===== src/rtl/arb_grant_fifo_if.sv =====
// ---------------------------------------------------------------------------
// arb_grant_fifo_if
//   Bundles the arbiter-side accept handshake and the consumer-side
//   valid/ready handshake of arb_grant_fifo into one interface.
//
//   Arbiter side : arb_req (req_o of arbiter), arb_grant (one-hot ack_i),
//                  in_data (N words of W bits), arb_ack (back to ack_o).
//   Consumer side: out_valid/out_ready handshake, out_data, out_src.
//   Status       : count (occupancy), err_grant (sticky protocol error).
//
//   slave  : view taken by the FIFO itself.
//   master : view taken by whoever drives the arbiter/consumer signals.
// ---------------------------------------------------------------------------
interface arb_grant_fifo_if #(
    parameter int N     = 8,
    parameter int W     = 32,
    parameter int DEPTH = 4,
    parameter int SW    = $clog2(N)
);
    localparam int CW = $clog2(DEPTH) + 1;

    logic              arb_req;
    logic              arb_ack;
    logic [N-1:0]      arb_grant;
    logic [N*W-1:0]    in_data;
    logic              out_valid;
    logic              out_ready;
    logic [W-1:0]      out_data;
    logic [SW-1:0]     out_src;
    logic [CW-1:0]     count;
    logic              err_grant;

    modport slave (
        input  arb_req, arb_grant, in_data, out_ready,
        output arb_ack, out_valid, out_data, out_src, count, err_grant
    );

    modport master (
        output arb_req, arb_grant, in_data, out_ready,
        input  arb_ack, out_valid, out_data, out_src, count, err_grant
    );
endinterface


===== src/rtl/arb_grant_fifo.sv =====
// ---------------------------------------------------------------------------
// arb_grant_fifo
//   Downstream stage of an N-way arbiter. On each accepted grant it selects
//   the granted requester's word, tags it with the encoded source index and
//   pushes both into a DEPTH-entry first-word-fall-through FIFO whose head is
//   offered to a single consumer over valid/ready.
//
//   Ports:
//     clk  - rising-edge clock
//     rstn - asynchronous active-low reset
//     bus  - arb_grant_fifo_if.slave (arbiter handshake, data in,
//            consumer handshake, occupancy and sticky grant-error flag)
//
//   arb_ack depends only on registered state, so there is no combinational
//   path from the arbiter's grant back into its own ack input.
// ---------------------------------------------------------------------------
module arb_grant_fifo #(
    parameter int N     = 8,
    parameter int W     = 32,
    parameter int DEPTH = 4,
    parameter int SW    = $clog2(N)
) (
    input  logic             clk,
    input  logic             rstn,
    arb_grant_fifo_if.slave  bus
);
    localparam int PW = $clog2(DEPTH);
    localparam int CW = PW + 1;

    typedef struct packed {
        logic [SW-1:0] src;
        logic [W-1:0]  data;
    } entry_t;

    entry_t        mem_q [DEPTH];
    logic [PW-1:0] wr_ptr_q, wr_ptr_d;
    logic [PW-1:0] rd_ptr_q, rd_ptr_d;
    logic [CW-1:0] count_q, count_d;
    logic          en_q;
    logic          err_q, err_d;

    logic          not_full;
    logic          not_empty;
    logic          handshake;
    logic          grant_onehot;
    logic          wr_en;
    logic          rd_en;
    entry_t        sel_entry;

    assign not_full  = (count_q != CW'(DEPTH));
    assign not_empty = (count_q != '0);

    // Exactly one bit set: non-zero and clearing the lowest set bit leaves 0.
    assign grant_onehot = (bus.arb_grant != '0) &&
                          ((bus.arb_grant & (bus.arb_grant - N'(1))) == '0);

    assign bus.arb_ack = en_q & not_full;
    assign handshake   = bus.arb_req & bus.arb_ack;
    assign wr_en       = handshake & grant_onehot;
    assign rd_en       = not_empty & bus.out_ready;

    // AND-OR mux and encoder; only meaningful when the grant is one-hot.
    // NOTE: every always_comb output gets a default first so no latch is inferred.
    always_comb begin
        sel_entry = '0;
        for (int i = 0; i < N; i++) begin
            sel_entry.data = sel_entry.data | (bus.in_data[i*W +: W] & {W{bus.arb_grant[i]}});
            if (bus.arb_grant[i]) begin
                sel_entry.src = sel_entry.src | SW'(i);
            end
        end
    end

    always_comb begin
        wr_ptr_d = wr_ptr_q;
        rd_ptr_d = rd_ptr_q;
        count_d  = count_q;
        err_d    = err_q | (handshake & ~grant_onehot);

        if (wr_en) begin
            wr_ptr_d = wr_ptr_q + PW'(1);
        end
        if (rd_en) begin
            rd_ptr_d = rd_ptr_q + PW'(1);
        end

        unique case ({wr_en, rd_en})
            2'b10:   count_d = count_q + CW'(1);
            2'b01:   count_d = count_q - CW'(1);
            default: count_d = count_q;
        endcase
    end

    // NOTE: state flops use non-blocking assignments so all of them update from pre-edge values.
    always_ff @(posedge clk or negedge rstn) begin
        if (!rstn) begin
            wr_ptr_q <= '0;
            rd_ptr_q <= '0;
            count_q  <= '0;
            en_q     <= 1'b0;
            err_q    <= 1'b0;
        end else begin
            wr_ptr_q <= wr_ptr_d;
            rd_ptr_q <= rd_ptr_d;
            count_q  <= count_d;
            en_q     <= 1'b1;
            err_q    <= err_d;
        end
    end

    // NOTE: storage has no reset; out_valid (count) gates whether its content means anything.
    always_ff @(posedge clk) begin
        if (wr_en) begin
            mem_q[wr_ptr_q] <= sel_entry;
        end
    end

    assign bus.out_valid = not_empty;
    assign bus.out_data  = mem_q[rd_ptr_q].data;
    assign bus.out_src   = mem_q[rd_ptr_q].src;
    assign bus.count     = count_q;
    assign bus.err_grant = err_q;

endmodule


===== src/flat_wrapper.sv =====
// flat-port wrapper written by rule: the top's interface ports become plain ports
module arb_grant_fifo_flat 
#(
    parameter int N     = 8,
    parameter int W     = 32,
    parameter int DEPTH = 4,
    parameter int SW    = $clog2(N)
)
  (clk, rstn, bus_arb_req, bus_arb_grant, bus_in_data, bus_out_ready, bus_arb_ack, bus_out_valid, bus_out_data, bus_out_src, bus_count, bus_err_grant);
  arb_grant_fifo_if #(.N(N), .W(W), .DEPTH(DEPTH), .SW(SW)) bus_i ();
  input  logic clk;
  input  logic rstn;
  input wire logic [$bits(bus_i.arb_req)-1:0] bus_arb_req;
  input wire logic [$bits(bus_i.arb_grant)-1:0] bus_arb_grant;
  input wire logic [$bits(bus_i.in_data)-1:0] bus_in_data;
  input wire logic [$bits(bus_i.out_ready)-1:0] bus_out_ready;
  output wire logic [$bits(bus_i.arb_ack)-1:0] bus_arb_ack;
  output wire logic [$bits(bus_i.out_valid)-1:0] bus_out_valid;
  output wire logic [$bits(bus_i.out_data)-1:0] bus_out_data;
  output wire logic [$bits(bus_i.out_src)-1:0] bus_out_src;
  output wire logic [$bits(bus_i.count)-1:0] bus_count;
  output wire logic [$bits(bus_i.err_grant)-1:0] bus_err_grant;
  assign bus_i.arb_req = bus_arb_req;
  assign bus_i.arb_grant = bus_arb_grant;
  assign bus_i.in_data = bus_in_data;
  assign bus_i.out_ready = bus_out_ready;
  assign bus_arb_ack = bus_i.arb_ack;
  assign bus_out_valid = bus_i.out_valid;
  assign bus_out_data = bus_i.out_data;
  assign bus_out_src = bus_i.out_src;
  assign bus_count = bus_i.count;
  assign bus_err_grant = bus_i.err_grant;
  arb_grant_fifo #(.N(N), .W(W), .DEPTH(DEPTH), .SW(SW)) u_core (.clk(clk), .rstn(rstn), .bus(bus_i));
endmodule

===== config.mk =====
export PLATFORM = sky130hd
export DESIGN_NAME = arb_grant_fifo_flat
export DESIGN_NICKNAME = d
export VERILOG_FILES = /design/src/rtl/arb_grant_fifo_if.sv /design/src/rtl/arb_grant_fifo.sv /design/src/flat_wrapper.sv
export SDC_FILE = /design/constraint.sdc
export NUM_CORES = 1
export LEC_CHECK = 0
export ABC_AREA = 1
export CELL_PAD_IN_SITES_DETAIL_PLACEMENT = 1
export CELL_PAD_IN_SITES_GLOBAL_PLACEMENT = 1
export CORE_MARGIN = 8
export CORE_UTILIZATION = 33
export CTS_BUF_LIST = sky130_fd_sc_hd__clkbuf_8
export CTS_CLUSTER_DIAMETER = 100
export CTS_CLUSTER_SIZE = 14
export DETAILED_ROUTE_END_ITERATION = 7
export PLACE_DENSITY = 0.94
export SLEW_MARGIN = 15
export SYNTH_ARGS = -nofsm -noshare
export SYNTH_HDL_FRONTEND = slang
export SYNTH_SLANG_ARGS = --single-unit

===== constraint.sdc =====
create_clock -name clk -period 3 [get_ports clk]
set_input_delay 0.6 -clock clk [delete_from_list [all_inputs] [get_ports clk]]
set_output_delay 0.6 -clock clk [all_outputs]
set_load 0.03 [all_outputs]

==> results_dict.tcl, run 1 <==
set metrics [dict create \
    cts_made_buffers 17 \
    period_needed_ns 2.906 \
    antenna_left 0 \
    post-place-ws_ns 0.1073 \
    fin_area_um2 11300 \
    intPower_mw 4.707 \
    fin_worst_hold_slack_ns 0.4805 \
    antenna_found_initial 0 \
    dpl.hpwl_um 24280 \
    worst_pin_slew_ns 0.5478 \
    gr-usage-all-layers 0.2228 \
    htree_levels 4 \
    rsz0062_at_grt "no" \
    worst-setup-path-type "reg2out" \
    status "completed" \
    drv_cap 0 \
    clockBufferDepth 2 \
    fin_tns_setup_ns 0 \
    worstPathArrival_ns 2.31 \
    grt_remaining_overflow 0 \
    clock-sinks 149 \
    die_h_um 165.8 \
    p_sw_frac 0.3918 \
    layout_setup_ws_ns 0.09411 \
    synth_warnings 0 \
    grt_first_pass_wirelength_um 47190 \
    hp-class "reg2reg" \
    dp.cells 1289 \
    layout-drive-gt1-share 0.1100 \
    cp.required_ns 2.40 \
    postLayoutCoreUtil 0.5052 \
    synth_top_area_cell "edfxtp_1" \
    power_frac_seq 0.304 \
    r2r_setup_slack_ns 0.66 \
    power_frac_clock 0.195 \
    ios 309 \
    gp_congestion 0.8098 \
    async_reset_ff_frac 0.06040 \
    holdBufCountCts 0 \
    syn_inst 721 \
    power_leakage_nw 4.166 \
    end_kind "output pin" \
    synth_flop_cell "edfxtp_1" \
    startpoint_type "flip-flop" \
    num_rows 55 \
    coreArea_um2 22370 \
    cts_tree "done" \
    route.detailed.drc 0 \
    clk_pin_slew_ns 0.08 \
    fmax_ghz 0.3441 \
    ys_top_cells_by_area "edfxtp_1, nand2_1, o21ai_0, a221oi_1, nor2_1" \
    die_w_um 165.8 \
    grt_pass1_vias 7859 \
    powerDensity_nw_per_um2 684.9 \
    skew_ns 0.01148 \
    power.share.combinational 0.500 \
    placed_cell_area_um2 10900 \
    finalHoldViolations 0 \
    syn_to_final_growth_pct 52.61 \
    postSynthAreaPerCell_um2 10.27 \
    p_total_mw 7.738 \
    diodes 0 \
    io_buffer_count 308 \
    synthesis.area_um2 7403 \
    synthDistinctLibCells 33 \
    synth.most_common_cell "nand2_1" \
    stdcell_count 1321 \
    min_period_over_period 0.9686 \
    die_area_um2 27480 \
    drv_slew 0 \
    grt_max_degree 39 \
    relSlewSlack 0.6348 \
    ir_drop_uv 327.3 \
    synth_edf_count 140 \
    final_nets 1297 \
    dr_total_vias 6996 \
    routed_wire_length_per_instance_um 23.68 \
    drt_pass1_iterations 5 \
    synth_common_cells "nand2_1, edfxtp_1, nor2_1" \
    synth_seq_area_share 0.5983 \
    via_per_inst 5.296 \
    synth-seq-cells 149 \
    routed_wirelength_um 31280 \
    cts_root_buffer "clkbuf_8" \
    setup_viol 0 \
    worstPathMaxFanout 34 \
    drtIter0Drc 372 \
    syn-num-nets 995 \
    start_util 0.3310 \
    synth_top_cell_area_share 0.5679 \
    p_switching_mw 3.032 \
    clk_latency_ns 0.44 \
]
==> logic make-up after synthesis <==
group | Yosys count | share of synthesized area
simple gates | 295 | 0.1737
compound gates | 195 | 0.1677
flops | 149 | 0.5983
buf+inv | 71 | 0.04394
fa+ha+maj | 6 | 0.01115
xor+xnor | 4 | 0.004733
other cells | 1 | 0.0005065
==> critical path, stage by stage (launching register included) <==
cell and delay, ns:
dfrtp_2 0.41, buf_4 0.34, o21ai_0 0.18, o22ai_1 0.21, clkdlybuf4s50_1 0.73
==> final timing paths <==
kind | startpoint | to | depth (start not counted)
setup / recovery | u_core.rd_ptr_q[0] | bus_out_data[4] | 4
hold / removal | u_core.bus.err_grant | u_core.bus.err_grant | 2
setup reg to reg | u_core.bus.count[0] | u_core.bus.count[2] | 11
hold reg to reg | u_core.bus.err_grant | u_core.bus.err_grant | 2
max in group asynchronous | rstn | u_core.rd_ptr_q[0] | 1
min in group asynchronous | rstn | u_core.bus.err_grant | 1
==> layer usage <==
layer / routed length [um] / up-vias / part of all wire / GRT usage
li1: - / 3226 / - / -
met3: 2101 / 32 / 0.067 / 0.05443
met4: 509 / 0 / 0.016 / 0.06364
met5: 0 / - / 0 / 0
met1: 12210 / 3448 / 0.39 / 0.2531
met2: 16470 / 290 / 0.53 / 0.4077
==> registers in the layout, indices dropped and copies added, names as in the netlist <==
signal,cells
u_core.en_q,1
u_core.bus.count,3
u_core.bus.err_grant,1
u_core.wr_ptr_q,2
u_core.rd_ptr_q,2
u_core.mem_q,140
==> final cells by class <==
| cell class | count | area (um2) |
|---|---|---|
| Fill cell | 2409 | 11070 |
| Multi-Input combinational cell | 501 | 2669 |
| Tap cell | 285 | 356.6 |
| Timing Repair Buffer | 336 | 3388 |
| Sequential cell | 149 | 4431 |
| Inverter | 18 | 68.82 |
| Clock buffer | 17 | 234.0 |
| Clock inverter | 15 | 151.4 |
==> power by group through the flow <==
stage               logic (mW)  clock network [mW]  registers (mW)
CTS                       3.91                1.54            2.35
floorplan                 1.89                   0            2.43
global route              4.11                1.60            2.36
global placement          3.73                   0            2.39
finish                    3.87                1.51            2.36
detailed placement        3.88                   0            2.40
==> repair_timing <==
action | CTS | global route
buffers inserted | 0 | 0
setup endpoints to repair | 0 | 5
resized for setup | 0 | 4
==> cell usage in the layout, fill, tap and decap left out, types with 16 or more instances in the layout <==
master and count:
clkdlybuf4s50_1 269, nand2_1 171, edfxtp_1 140, nor2_1 70, o21ai_0 64, buf_4 40
o22ai_1 35, a221oi_1 33, a21oi_1 29, nand3_1 28, a22o_1 25, inv_1 19
clkbuf_8 17, buf_12 16
No activity file was read; power rests on OpenSTA's default activity.
==> inputs of run 2 (changes only) <==
Settings changed: CORE_UTILIZATION 33 to 35, DONT_BUFFER_PORTS set to 1, PLACE_DENSITY 0.94 to 0.73, REMOVE_ABC_BUFFERS set to 1.
==> run 2 against run 1 <==
Largest power group unchanged. Combinational power decreased by 30%. Largest cell class unchanged. Worst setup slack improved by 0.13 ns. Cell count decreased by 23%. Total power decreased by 13%. Hold slack got worse by 0.059 ns.
==> results_dict.tcl, run 2 (synthesis gave the netlist of run 1 again) <==
set metrics [dict create \
    hp-class "in2reg" \
    clock-sinks 149 \
    start_util 0.3544 \
    largest_reg_flops 140 \
    worstPathArrival_ns 2.17 \
    top_register "u_core.mem_q" \
    grt_pass1_vias 6334 \
    cp_cell_sequence "buf_4, buf_4, o21ai_0, o22ai_1, buf_4" \
    grt_max_degree 50 \
    io_buffer_count 0 \
    relSlewSlack 0.5153 \
    stdcell_count 1018 \
    antenna_found_initial 0 \
    clockBufferDepth 2 \
    fin_worst_hold_slack_ns 0.4219 \
    routed_wire_length_per_instance_um 23.83 \
    power_leakage_nw 2.941 \
    fin_tns_setup_ns 0 \
    end_kind "output pin" \
    worst-setup-path-type "reg2out" \
    cts_tree "done" \
    grt_remaining_overflow 0 \
    gp_congestion 0.7147 \
    cp_top_family "buffers and inverters" \
    routed_wirelength_um 24260 \
    clk_latency_ns 0.44 \
    worstPathMaxFanout 49 \
    postLayoutCoreUtil 0.3963 \
    period_needed_ns 2.771 \
    coreArea_um2 20890 \
    fin_area_um2 8279 \
    critPathMaxStageDelay_ns 0.43 \
    dp.cells 985 \
    ir_drop_uv 350.0 \
    status "completed" \
    post_cts_resized 0 \
    dpl.hpwl_um 16660 \
    die_w_um 161.4 \
    grt_first_pass_wirelength_um 35770 \
    powerDensity_nw_per_um2 809.5 \
    die_area_um2 26060 \
    post-place-ws_ns 0.5708 \
    cp_common_cell "buf_4" \
    layout-drive-gt1-share 0.1198 \
    layout_setup_ws_ns 0.2287 \
    diodes 0 \
    route.detailed.drc 0 \
    cp_slowest_cell "buf_4" \
    p_total_mw 6.702 \
    drv_slew 0 \
    layout_common_cells "nand2_1, edfxtp_1, nor2_1" \
    num_rows 53 \
    skew_ns 0.01212 \
    drtIter0Drc 282 \
    crit_buf_inv 3 \
    gr-usage-all-layers 0.1809 \
    ios 309 \
    setup_viol 0 \
    final_common_cell "nand2_1" \
    finalHoldViolations 0 \
    placed_cell_area_um2 7864 \
    syn_to_final_growth_pct 11.83 \
    clk_pin_slew_ns 0.08 \
    drt_pass1_iterations 4 \
    min_period_over_period 0.9238 \
    die_h_um 161.4 \
    rsz0062_at_grt "no" \
    worst_pin_slew_ns 0.7378 \
    htree_levels 4 \
    cp.required_ns 2.40 \
    via_per_inst 5.661 \
    fmax_ghz 0.3608 \
    drv_cap 0 \
    cts_made_buffers 17 \
    dr_total_vias 5763 \
    startpoint_type "flip-flop" \
    final_nets 1004 \
    cts_root_buffer "clkbuf_8" \
    antenna_left 0 \
]
[run 2: layout make-up]
type	count	area [um2]
Timing Repair Buffer	43	362.8
Multi-Input combinational cell	501	2669
Fill cell	2333	12610
Clock buffer	17	234.0
Sequential cell	149	4431
Clock inverter	15	171.4
Tap cell	275	344.1
Inverter	18	67.56
[run 2: worst reg2reg max path: stages, from the launching register on]
cell and delay (ns):
dfrtp_1 0.58, inv_2 0.10, nand3_1 0.08, nand2_1 0.10, nor2_4 0.15, nand3_4 0.18
ha_1 0.23, inv_1 0.09, fa_1 0.42, o21ai_0 0.22
[run 2: worst paths after layout]
| kind | startpoint | endpoint | slack (ns) | depth (start not counted) |
|---|---|---|---|---|
| hold reg to reg | u_core.wr_ptr_q[0] | u_core.wr_ptr_q[0] | 0.56 | 2 |
| max in group asynchronous | rstn | u_core.rd_ptr_q[0] | 2.09 | 1 |
| min in group asynchronous | rstn | u_core.bus.count[2] | 0.55 | 1 |
| setup / recovery | u_core.rd_ptr_q[0] | bus_out_data[8] | 0.23 | 5 |
| hold / removal | bus_arb_req | u_core.bus.err_grant | 0.42 | 4 |
| setup reg to reg | u_core.bus.count[0] | u_core.bus.count[1] | 0.76 | 9 |
[run 2: report_power, final]
group	total [mW]	switching (mW)	internal [mW]
Combinational	2.71	1.85	0.856
Clock	1.58	0.698	0.881
Sequential	2.41	0.0998	2.31
Total	6.70	2.65	4.05
[run 2: what timing repair did]
action / in CTS / in global routing
hold buffers: 1 / 0
hold endpoints to repair: 9 / 0
buffers inserted: 0 / 0
[run 2: layer usage]
metal	track usage	vias to the layer above	share of wire
met5	0	-	0
met4	0.05556	0	0.014
met3	0.05472	26	0.075
met2	0.3233	262	0.51
met1	0.2033	2838	0.40
li1	-	2637	-
